**config.mk**
```make
export PLATFORM = sky130hd
export DESIGN_NAME = pwm_duty_scheduler
export DESIGN_NICKNAME = d
export VERILOG_FILES = /design/src/rtl/pwm_sched_pkg.sv /design/src/rtl/pwm_seq_divider.sv /design/src/rtl/pwm_duty_scheduler.sv
export SDC_FILE = /design/constraint.sdc
export NUM_CORES = 1
export LEC_CHECK = 0
export CAP_MARGIN = 20
export CORE_UTILIZATION = 60
export DETAILED_ROUTE_END_ITERATION = 8
export PLACE_DENSITY_LB_ADDON = 0.25
export SLEW_MARGIN = 10
export SYNTH_ARGS = -nofsm -noshare
export SYNTH_HDL_FRONTEND = slang
export SYNTH_SLANG_ARGS = --single-unit
```
**constraint.sdc**
```tcl
create_clock -name clock -period 16.3 [get_ports clock]
set_clock_uncertainty 0.05 [all_clocks]
set_input_delay 3.26 -clock clock [delete_from_list [all_inputs] [get_ports clock]]
set_output_delay 3.26 -clock clock [all_outputs]
set_load 0.05 [all_outputs]
```
**src/rtl/pwm_sched_pkg.sv**
```systemverilog
`default_nettype none
// ============================================================================
// pwm_sched_pkg : shared widths, scale constants and types for the PWM duty
//                 scheduler.   Rev 1.0
// ============================================================================
package pwm_sched_pkg;

    localparam int DUTY_W    = 8;
    localparam int PCT_SCALE = 100;
    localparam int QUOT_BITS = 7;

    typedef enum logic [1:0] {
        IDLE  = 2'd0,
        CALC  = 2'd1,
        WRITE = 2'd2
    } sched_state_t;

    typedef logic [1:0] ch_idx_t;

endpackage
`default_nettype wire

```
**src/rtl/pwm_seq_divider.sv**
```systemverilog
`default_nettype none
// ============================================================================
// pwm_seq_divider : restoring divider, one quotient bit per cycle, MSB first.
//                   Rev 1.0
// ============================================================================
module pwm_seq_divider
    import pwm_sched_pkg::*;
#(
    parameter int CNT_W = 32
) (
    input  logic                 clock,
    input  logic                 reset,
    input  logic                 start,
    input  logic [CNT_W+6:0]     num,
    input  logic [CNT_W:0]       den,
    output logic [QUOT_BITS-1:0] quot,
    output logic                 done
);

    localparam int c_rem_w = CNT_W + 8;

    logic [c_rem_w-1:0]   r_rem;
    logic [c_rem_w-1:0]   r_dsh;
    logic [QUOT_BITS-1:0] r_quot;
    logic [2:0]           r_cnt;
    logic                 r_active;

    logic                 w_fit;
    logic [c_rem_w-1:0]   w_rem_sub;

    assign w_fit     = (r_rem >= r_dsh);
    assign w_rem_sub = r_rem - r_dsh;
    assign done      = r_active && (r_cnt == 3'(QUOT_BITS - 1));
    // The final quotient bit is folded in combinationally so the caller can
    // latch the full result on the same edge as the last iteration.
    assign quot      = {r_quot[QUOT_BITS-2:0], w_fit};

    always_ff @(posedge clock or negedge reset) begin
        if (!reset) begin
            r_rem    <= '0;
            r_dsh    <= '0;
            r_quot   <= '0;
            r_cnt    <= '0;
            r_active <= 1'b0;
        end else if (start) begin
            r_rem    <= {1'b0, num};
            r_dsh    <= c_rem_w'(den) << (QUOT_BITS - 1);
            r_quot   <= '0;
            r_cnt    <= '0;
            r_active <= 1'b1;
        end else if (r_active) begin
            if (w_fit) begin
                r_rem <= w_rem_sub;
            end
            r_dsh  <= r_dsh >> 1;
            r_quot <= {r_quot[QUOT_BITS-2:0], w_fit};
            r_cnt  <= r_cnt + 3'd1;
            if (done) begin
                r_active <= 1'b0;
            end
        end
    end

endmodule
`default_nettype wire

```
**src/rtl/pwm_duty_scheduler.sv**
```systemverilog
`default_nettype none
// ============================================================================
// pwm_duty_scheduler : round-robin sharing of one duty-cycle divider among the
//                      R/G/B PWM measurement channels.   Rev 1.0
// ============================================================================
module pwm_duty_scheduler
    import pwm_sched_pkg::*;
#(
    parameter int CNT_W     = 32,
    parameter int NUM_CH    = 3,
    parameter int PCT_SCALE = 100
) (
    input  logic                                  clock,
    input  logic                                  reset,
    input  logic                                  en,
    input  logic [NUM_CH-1:0]                     meas_valid,
    input  logic [NUM_CH*CNT_W-1:0]               on_cnt,
    input  logic [NUM_CH*CNT_W-1:0]               off_cnt,
    input  logic                                  ovr_clr,
    output logic [NUM_CH*pwm_sched_pkg::DUTY_W-1:0] duty,
    output logic [NUM_CH-1:0]                     duty_valid,
    output logic [NUM_CH-1:0]                     overrun,
    output logic                                  busy
);

    localparam int c_num_w = CNT_W + 7;

    logic [CNT_W-1:0]   r_on_buf  [NUM_CH];
    logic [CNT_W-1:0]   r_off_buf [NUM_CH];
    logic [DUTY_W-1:0]  r_duty    [NUM_CH];
    logic [NUM_CH-1:0]  r_pending;
    logic [NUM_CH-1:0]  r_overrun;
    logic [NUM_CH-1:0]  r_duty_valid;
    ch_idx_t            r_rr_ptr;
    ch_idx_t            r_grant;
    sched_state_t       r_state;
    logic [DUTY_W-1:0]  r_result;

    logic               w_found;
    ch_idx_t            w_pick;
    ch_idx_t            w_idx;
    logic               w_grant;
    logic [NUM_CH-1:0]  w_grant_oh;
    logic [CNT_W-1:0]   w_on_g;
    logic [CNT_W-1:0]   w_off_g;
    logic [CNT_W:0]     w_den;
    logic [c_num_w-1:0] w_num;
    logic               w_div_start;
    logic [QUOT_BITS-1:0] w_div_quot;
    logic               w_div_done;
    logic [DUTY_W-1:0]  w_quot_ext;
    logic [DUTY_W-1:0]  w_clamped;

    // First pending channel at or after rr_ptr, wrapping.
    always_comb begin
        w_found = 1'b0;
        w_pick  = '0;
        w_idx   = '0;
        for (int k = 0; k < NUM_CH; k++) begin
            w_idx = ch_idx_t'((int'(r_rr_ptr) + k) % NUM_CH);
            if (!w_found && r_pending[w_idx]) begin
                w_found = 1'b1;
                w_pick  = w_idx;
            end
        end
    end

    assign w_grant     = (r_state == IDLE) && en && w_found;
    assign w_on_g      = r_on_buf[w_pick];
    assign w_off_g     = r_off_buf[w_pick];
    assign w_den       = {1'b0, w_on_g} + {1'b0, w_off_g};
    assign w_num       = c_num_w'(w_on_g) * c_num_w'(PCT_SCALE);
    assign w_div_start = w_grant && (w_den != '0);
    assign w_quot_ext  = {1'b0, w_div_quot};
    assign w_clamped   = (w_quot_ext > DUTY_W'(PCT_SCALE)) ? DUTY_W'(PCT_SCALE) : w_quot_ext;
    assign busy        = (r_state != IDLE);
    assign overrun     = r_overrun;
    assign duty_valid  = r_duty_valid;

    pwm_seq_divider #(
        .CNT_W (CNT_W)
    ) u_div (
        .clock (clock),
        .reset (reset),
        .start (w_div_start),
        .num   (w_num),
        .den   (w_den),
        .quot  (w_div_quot),
        .done  (w_div_done)
    );

    generate
        for (genvar i = 0; i < NUM_CH; i++) begin : g_ch
            assign w_grant_oh[i]              = w_grant && (w_pick == ch_idx_t'(i));
            assign duty[i*DUTY_W +: DUTY_W]   = r_duty[i];

            // A new capture in the grant cycle keeps the channel pending and is
            // not an overrun; the grant has already taken the old pair.
            always_ff @(posedge clock or negedge reset) begin
                if (!reset) begin
                    r_on_buf[i]  <= '0;
                    r_off_buf[i] <= '0;
                    r_pending[i] <= 1'b0;
                    r_overrun[i] <= 1'b0;
                end else begin
                    if (meas_valid[i]) begin
                        r_on_buf[i]  <= on_cnt[i*CNT_W +: CNT_W];
                        r_off_buf[i] <= off_cnt[i*CNT_W +: CNT_W];
                        r_pending[i] <= 1'b1;
                    end else if (w_grant_oh[i]) begin
                        r_pending[i] <= 1'b0;
                    end
                    if (meas_valid[i] && r_pending[i] && !w_grant_oh[i]) begin
                        r_overrun[i] <= 1'b1;
                    end else if (ovr_clr) begin
                        r_overrun[i] <= 1'b0;
                    end
                end
            end

            always_ff @(posedge clock or negedge reset) begin
                if (!reset) begin
                    r_duty[i]       <= '0;
                    r_duty_valid[i] <= 1'b0;
                end else begin
                    r_duty_valid[i] <= 1'b0;
                    if ((r_state == WRITE) && (r_grant == ch_idx_t'(i))) begin
                        r_duty[i]       <= r_result;
                        r_duty_valid[i] <= 1'b1;
                    end
                end
            end
        end
    endgenerate

    always_ff @(posedge clock or negedge reset) begin
        if (!reset) begin
            r_state  <= IDLE;
            r_grant  <= '0;
            r_rr_ptr <= '0;
            r_result <= '0;
        end else begin
            case (r_state)
                IDLE: begin
                    if (w_grant) begin
                        r_grant <= w_pick;
                        if (w_den == '0) begin
                            r_result <= '0;
                            r_state  <= WRITE;
                        end else begin
                            r_state  <= CALC;
                        end
                    end
                end
                CALC: begin
                    if (w_div_done) begin
                        r_result <= w_clamped;
                        r_state  <= WRITE;
                    end
                end
                WRITE: begin
                    r_rr_ptr <= (int'(r_grant) == NUM_CH - 1) ? '0 : r_grant + ch_idx_t'(1);
                    r_state  <= IDLE;
                end
                default: r_state <= IDLE;
            endcase
        end
    end

endmodule
`default_nettype wire

```
==> metrics, run 1 <==
# H-tree levels 2; CP max stage cell o41ai_1; CTS resizes 0; Routed WL 58800 µm; reg-to-reg endpoint u_div.r_rem[34]; RSZ-0062 raised after global routing false; initial antenna violation count 1; worst r2r src r_rr_ptr[1]; Worst path depth 26; setup tns final 0 ns; Final nets 2754; library cells used by synthesis 85; vias per inst 6.01; R2R depth 26; synth cell count leaders dfrtp_1, mux2_2, inv_1; Antenna Nets Post-Route 0; EDFF count, synth 0; I/O Buffers 226; Mapped Area 22100 µm²; most common cell in the netlist dfrtp_1; CTS root buffer clkbuf_16; crit end category flip-flop; Final Hold Vio Count 0; DR vias 17038; Worst EP required 16.67 ns; CTS sink cnt 324; Max Cap Violations 0; Die H 194 µm; Initial Util 61.7%; Die W 194 µm; Max FO, Critical Path 56; crit start category flip-flop; Core ar. 35900 µm²; fmax 117 MHz; dpl hpwl 43900 µm; min Tclk post-route 8.55 ns; GRT overflow 0; WP buf/inv 4; row cnt 69; Yosys reg bits 324; CP top delay family compound AO/OA/AOI/OAI gates; Synth Flop Type dfrtp_1; vias in the first global route 17550; Yosys top cell area share 36.6%; pin count of the biggest net entering global routing 125; first-pass GRT wire length 94900 µm; leading area contributor after synthesis dfrtp_1; Avg Inst Size Synth 10.3 µm²; RD Place Congestion 0.969; Longest Clk Path Bufs 3; post-route setup slack 7.75 ns; Worst R2R Setup Slack 7.75 ns; min-delay worst type reg -> reg; number of non-filler instances in the completed layout 2837; Worst-path clk slew 0.06 ns; CP Capture Point u_div.r_rem[34]; post-place setup slack 8.05 ns; Slew @ Worst Pin 1.06 ns; Layout area overhead 16.9%; Max Slew Vio Count 0; Syn. warnings 0; Num CTS Buffers 38; post-CTS setup buffers 0; crit path DAT 8.91 ns; Worst Setup SP r_rr_ptr[1]; Placed Cells incl. Taps 2769; synth top area cells dfrtp_1, mux2_2, ha_1; hold buffers post-CTS 0; Die ar. 37700 µm²; 1st-pass router iterations 7; Max transition margin 28.7%; Async SR Flop Fraction 100%; DRC Markers 0; cell count after synthesis 2152; Setup violations, final 0; sequential area share after synthesis 36.6%; per-cell routed wire length 20.7 µm; ratio of cells with drive above 1 in the final layout 14.9%; outcome finished clean; crit share post-route 52.4%; Worst-Skew Late Latency 0.56 ns; total track usage 31.7%; CTS tree built; I/O pin count 230; crit path kind reg -> reg; CP peak stage delay 0.86 ns; initial DRC count 1175; most used cell, CP ha_1
how the worst min path moves through the flow:
stage / start / depth (start not counted) / slack [ns] / endpoint
5_1_grt: overrun[1] / 1 / 0.46 / overrun[1]
6_report: overrun[1] / 1 / 0.44 / overrun[1]
3_5_place_dp: overrun[1] / 1 / 0.43 / overrun[1]
2_1_floorplan: r_off_buf[32] / 1 / 0.43 / r_off_buf[32]
3_3_place_gp: overrun[0] / 1 / 0.43 / overrun[0]
4_1_cts: overrun[1] / 1 / 0.44 / overrun[1]
logic make-up after synthesis:
group                      synth area share, %
and+or+nand+nor                           7.74
buffers and inverters                     5.24
adders and majority gates                 12.7
AOI/OAI and AO/OA                         13.8
other                                   0.0169
xor gates and xnor gates                  3.76
muxes                                     20.2
DFF                                       36.6
worst register-to-register path: stages, from the launching register on:
cell and delay [ns]:
dfrtp_1 0.39, inv_1 0.08, ha_1 0.28, nor2b_1 0.19, a21oi_1 0.07, o21ai_0 0.51, nor2_1 0.19, a21oi_4 0.39
buf_4 0.82, mux2i_1 0.28, o21ai_0 0.80, ha_1 0.38, ha_1 0.28, inv_1 0.06, fa_1 0.52, inv_1 0.04
ha_1 0.35, o211ai_1 0.18, a21oi_1 0.08, o32a_1 0.40, o41ai_1 0.86, nand4_1 0.26, a31oi_1 0.37, o21ai_0 0.12
a21oi_1 0.19, xor2_1 0.18, mux2i_1 0.09
state kept, by name (all words and copies together) (netlist names):
name            cells
duty               21
duty_valid          3
overrun             3
r_grant             2
r_off_buf          96
r_on_buf           96
r_pending           3
r_result            7
r_rr_ptr            2
r_state             2
u_div.r_active      1
u_div.r_cnt         3
u_div.r_dsh        39
u_div.r_quot        6
u_div.r_rem        40
layer usage:
layer	GRT usage (%)	part of all wire, %	vias to the layer above
met5	0	0.019	-
met4	9.26	2.3	2
met3	6.51	7.1	84
met2	50.2	46	566
met1	44.1	45	8349
li1	-	-	8037
area by class of cell:
cell class	count	area, µm²
Multi-Input combinational cell	1559	12900
Tap cell	461	577
Fill cell	2637	10000
Clock buffer	52	1040
Inverter	182	683
Clock inverter	15	179
Sequential cell	324	8110
Timing Repair Buffer	243	2380
Antenna cell	1	2.50
placed cells by master (no fill, tap or decap), types with 21 or more instances in the layout:
master and instances:
nor2_1 75, mux2i_1 174, ha_1 178, nand3_1 21
xnor2_1 51, xor2_1 44, dfrtp_1 323, nand2_1 162
mux2_2 219, o21a_1 41, a21o_1 42, clkbuf_16 38
nor3_1 23, inv_1 180, o21ai_0 130, clkdlybuf4s50_1 222
a21oi_1 121, fa_1 29
stage by stage:
stage               hold slack, ns  instance area [µm²]  utilization, %
global route                 0.458                25900            72.1
floorplan                    0.430                22200               -
detailed placement           0.428                24700            68.7
CTS                          0.441                25900            72.1
global placement             0.429                24700            68.7
finish                       0.438                25900            72.1
Power of run 1 is not shown: default switching activity piles up to over one toggle a cycle in this logic, so the estimate is an artifact.
==> run 2, diff against run 1 <==
--- a/config.mk
+++ b/config.mk
@@ -6,7 +6,7 @@
 export NUM_CORES = 1
 export LEC_CHECK = 0
 export CAP_MARGIN = 20
-export CORE_UTILIZATION = 60
+export CORE_UTILIZATION = 58
 export DETAILED_ROUTE_END_ITERATION = 8
 export PLACE_DENSITY_LB_ADDON = 0.25
 export SLEW_MARGIN = 10
==> constraint.sdc (replaced) <==
create_clock -name clock -period 7.95 [get_ports clock]
set_clock_uncertainty 0.05 [all_clocks]
set_input_delay 1.59 -clock clock [delete_from_list [all_inputs] [get_ports clock]]
set_output_delay 1.59 -clock clock [all_outputs]
set_load 0.05 [all_outputs]
==> metrics, run 2 (same netlist as run 1, synthesis figures left out) <==
outcome finished clean; Num CTS Buffers 37 (-2.6%); CTS resizes 0 (unchanged); end of the worst hold path overrun[2]; R2R depth 26 (unchanged); first-pass GRT wire length 92200 µm (-2.9%); total track usage 30.1% (-1.6 points); row cnt 71 (+2.9%); I/O Buffers 226 (unchanged); Worst EP required 8.34 ns (-8.33 ns); most frequent cells in the layout dfrtp_1, clkdlybuf4s50_1, mux2_2, inv_1, ha_1; Worst-path clk slew 0.07 ns (about the same); vias in the first global route 17251 (-1.7%); Die ar. 39000 µm² (+3.4%); Worst Setup SP r_rr_ptr[1]; post-CTS setup buffers 0 (unchanged); reg-to-reg endpoint u_div.r_rem[24]; ratio of cells with drive above 1 in the final layout 15.4% (+0.54 points); Die H 197 µm (+1.7%); initial antenna violation count 0 (-1); Worst-Skew Late Latency 0.55 ns (about the same); DRC Markers 0 (unchanged); Final Hold Vio Count 0 (unchanged); post-place setup slack 0.563 ns (-7.49 ns); crit end category flip-flop; CTS tree built; pin count of the biggest net entering global routing 185 (+48%); DR vias 17032 (-0.035%); fmax 132 MHz (+13%); GRT overflow 0 (unchanged); Longest Clk Path Bufs 3 (unchanged); Layout area overhead 17.7%; hold buffers post-CTS 0 (unchanged); crit share post-route 95.1% (+43 points); min Tclk post-route 7.56 ns (-0.989 ns); Worst R2R Setup Slack 0.39 ns (-7.36 ns); commonest non-fill, non-tap cell in the layout dfrtp_1; CTS sink cnt 324 (unchanged); Max FO, Critical Path 11 (-80%); Max Cap Violations 0 (unchanged); worst r2r src r_rr_ptr[1]; vias per inst 5.89 (-2.0%); dpl hpwl 43500 µm (-0.96%); I/O pin count 230 (unchanged); per-cell routed wire length 19.9 µm (-4.0%); post-route setup slack 0.393 ns (-7.36 ns); crit path DAT 7.95 ns (-0.96 ns); n_diodes 0 (-1); Setup violations, final 0 (unchanged); crit path kind reg -> reg; Final nets 2762 (+0.29%); Hold Path Origin overrun[2]; min-delay worst type reg -> reg; Initial Util 58.9% (-2.7 points); initial DRC count 1017 (-13%); Die W 197 µm (+1.7%); Max Slew Vio Count 0 (unchanged); # H-tree levels 2 (unchanged); Max transition margin 26.4% (-2.2 points); Hold Path Stages 1 (unchanged); RSZ-0062 raised after global routing false; Slew @ Worst Pin 1.10 ns (+0.0475 ns); Core ar. 37600 µm² (+4.6%); RD Place Congestion 0.952 (-1.7%); CTS root buffer clkbuf_16; hold_ws 0.449 ns (+0.0103 ns); largest registers r_off_buf: 96 flops, r_on_buf: 96 flops, u_div.r_rem: 40 flops; Antenna Nets Post-Route 0 (unchanged); 1st-pass router iterations 6 (-1); crit start category flip-flop; setup tns final 0 ns (unchanged); Routed WL 57700 µm (-2.0%)
run 2: changes by cell type in the layout (fill, tap and decap cells not counted), sizes merged:
cell,before,now
buf,21,30
clkinvlp,0,3
clkbuf,52,48
inv,181,184
clkinv,13,10
diode,1,0
run 2: worst max path at each step:
stage | endpoint | cells past startpoint | slack [ns]
global route | u_div.r_rem[37] | 27 | 0.05
global placement | u_div.r_rem[24] | 26 | 0.89
finish | u_div.r_rem[24] | 26 | 0.39
floorplan | u_div.r_rem[24] | 27 | 1.41
CTS | u_div.r_rem[24] | 26 | 0.54
detailed placement | u_div.r_rem[24] | 26 | 0.56
run 2: routing by layer:
layer  vias up  wire [µm]  global-route usage [%]
met5         -          0                       0
met4         0       1200                    7.95
met3        74       3210                    5.16
met2       503      26600                    48.1
met1      8413      26600                    42.3
li1       8042          -                       -
run 2: worst max-delay path: stages, from the launching register on:
cell and delay [ns]:
dfrtp_1 0.40, inv_1 0.08, ha_1 0.27, nor2b_1 0.17, a21oi_1 0.08, o21ai_0 0.58, nor2_1 0.19, a21oi_4 0.57
buf_4 0.30, mux2i_1 0.22, a2bb2oi_1 0.40, inv_1 0.21, ha_1 0.34, ha_1 0.31, ha_1 0.33, inv_1 0.07
fa_1 0.44, nand2b_1 0.17, a21oi_1 0.24, o32a_1 0.28, nor3_1 0.07, o21a_1 0.20, o21bai_2 0.20, a31oi_4 0.14
and4b_1 0.22, or4b_2 0.61, mux2_4 0.28
run 2: layout make-up:
class	count	area, µm²
Clock buffer	48	1050
Timing Repair Buffer	252	2480
Tap cell	511	639
Clock inverter	18	188
Fill cell	2828	11500
Multi-Input combinational cell	1559	12900
Sequential cell	324	8110
Inverter	182	683
run 2: stage by stage:
| stage | utilization (%) | instance area (µm²) | cells |
|---|---|---|---|
| global route | 69.4 | 26100 | 2894 |
| global placement | 66.1 | 24800 | 2827 |
| detailed placement | 66.1 | 24800 | 2828 |
| CTS | 69.4 | 26100 | 2894 |
| finish | 69.4 | 26100 | 2894 |
| floorplan | - | 22200 | 2154 |
Power of run 2 is left out for the same reason.
==> run 3, diff against run 2 <==
--- a/config.mk
+++ b/config.mk
@@ -13,3 +13,4 @@
 export SYNTH_ARGS = -nofsm -noshare
 export SYNTH_HDL_FRONTEND = slang
 export SYNTH_SLANG_ARGS = --single-unit
+export TNS_END_PERCENT = 20
==> results of run 3 <==
Same layout as run 2: the final DEF is identical, and so are final timing and power.
Power of run 3 is left out for the same reason.
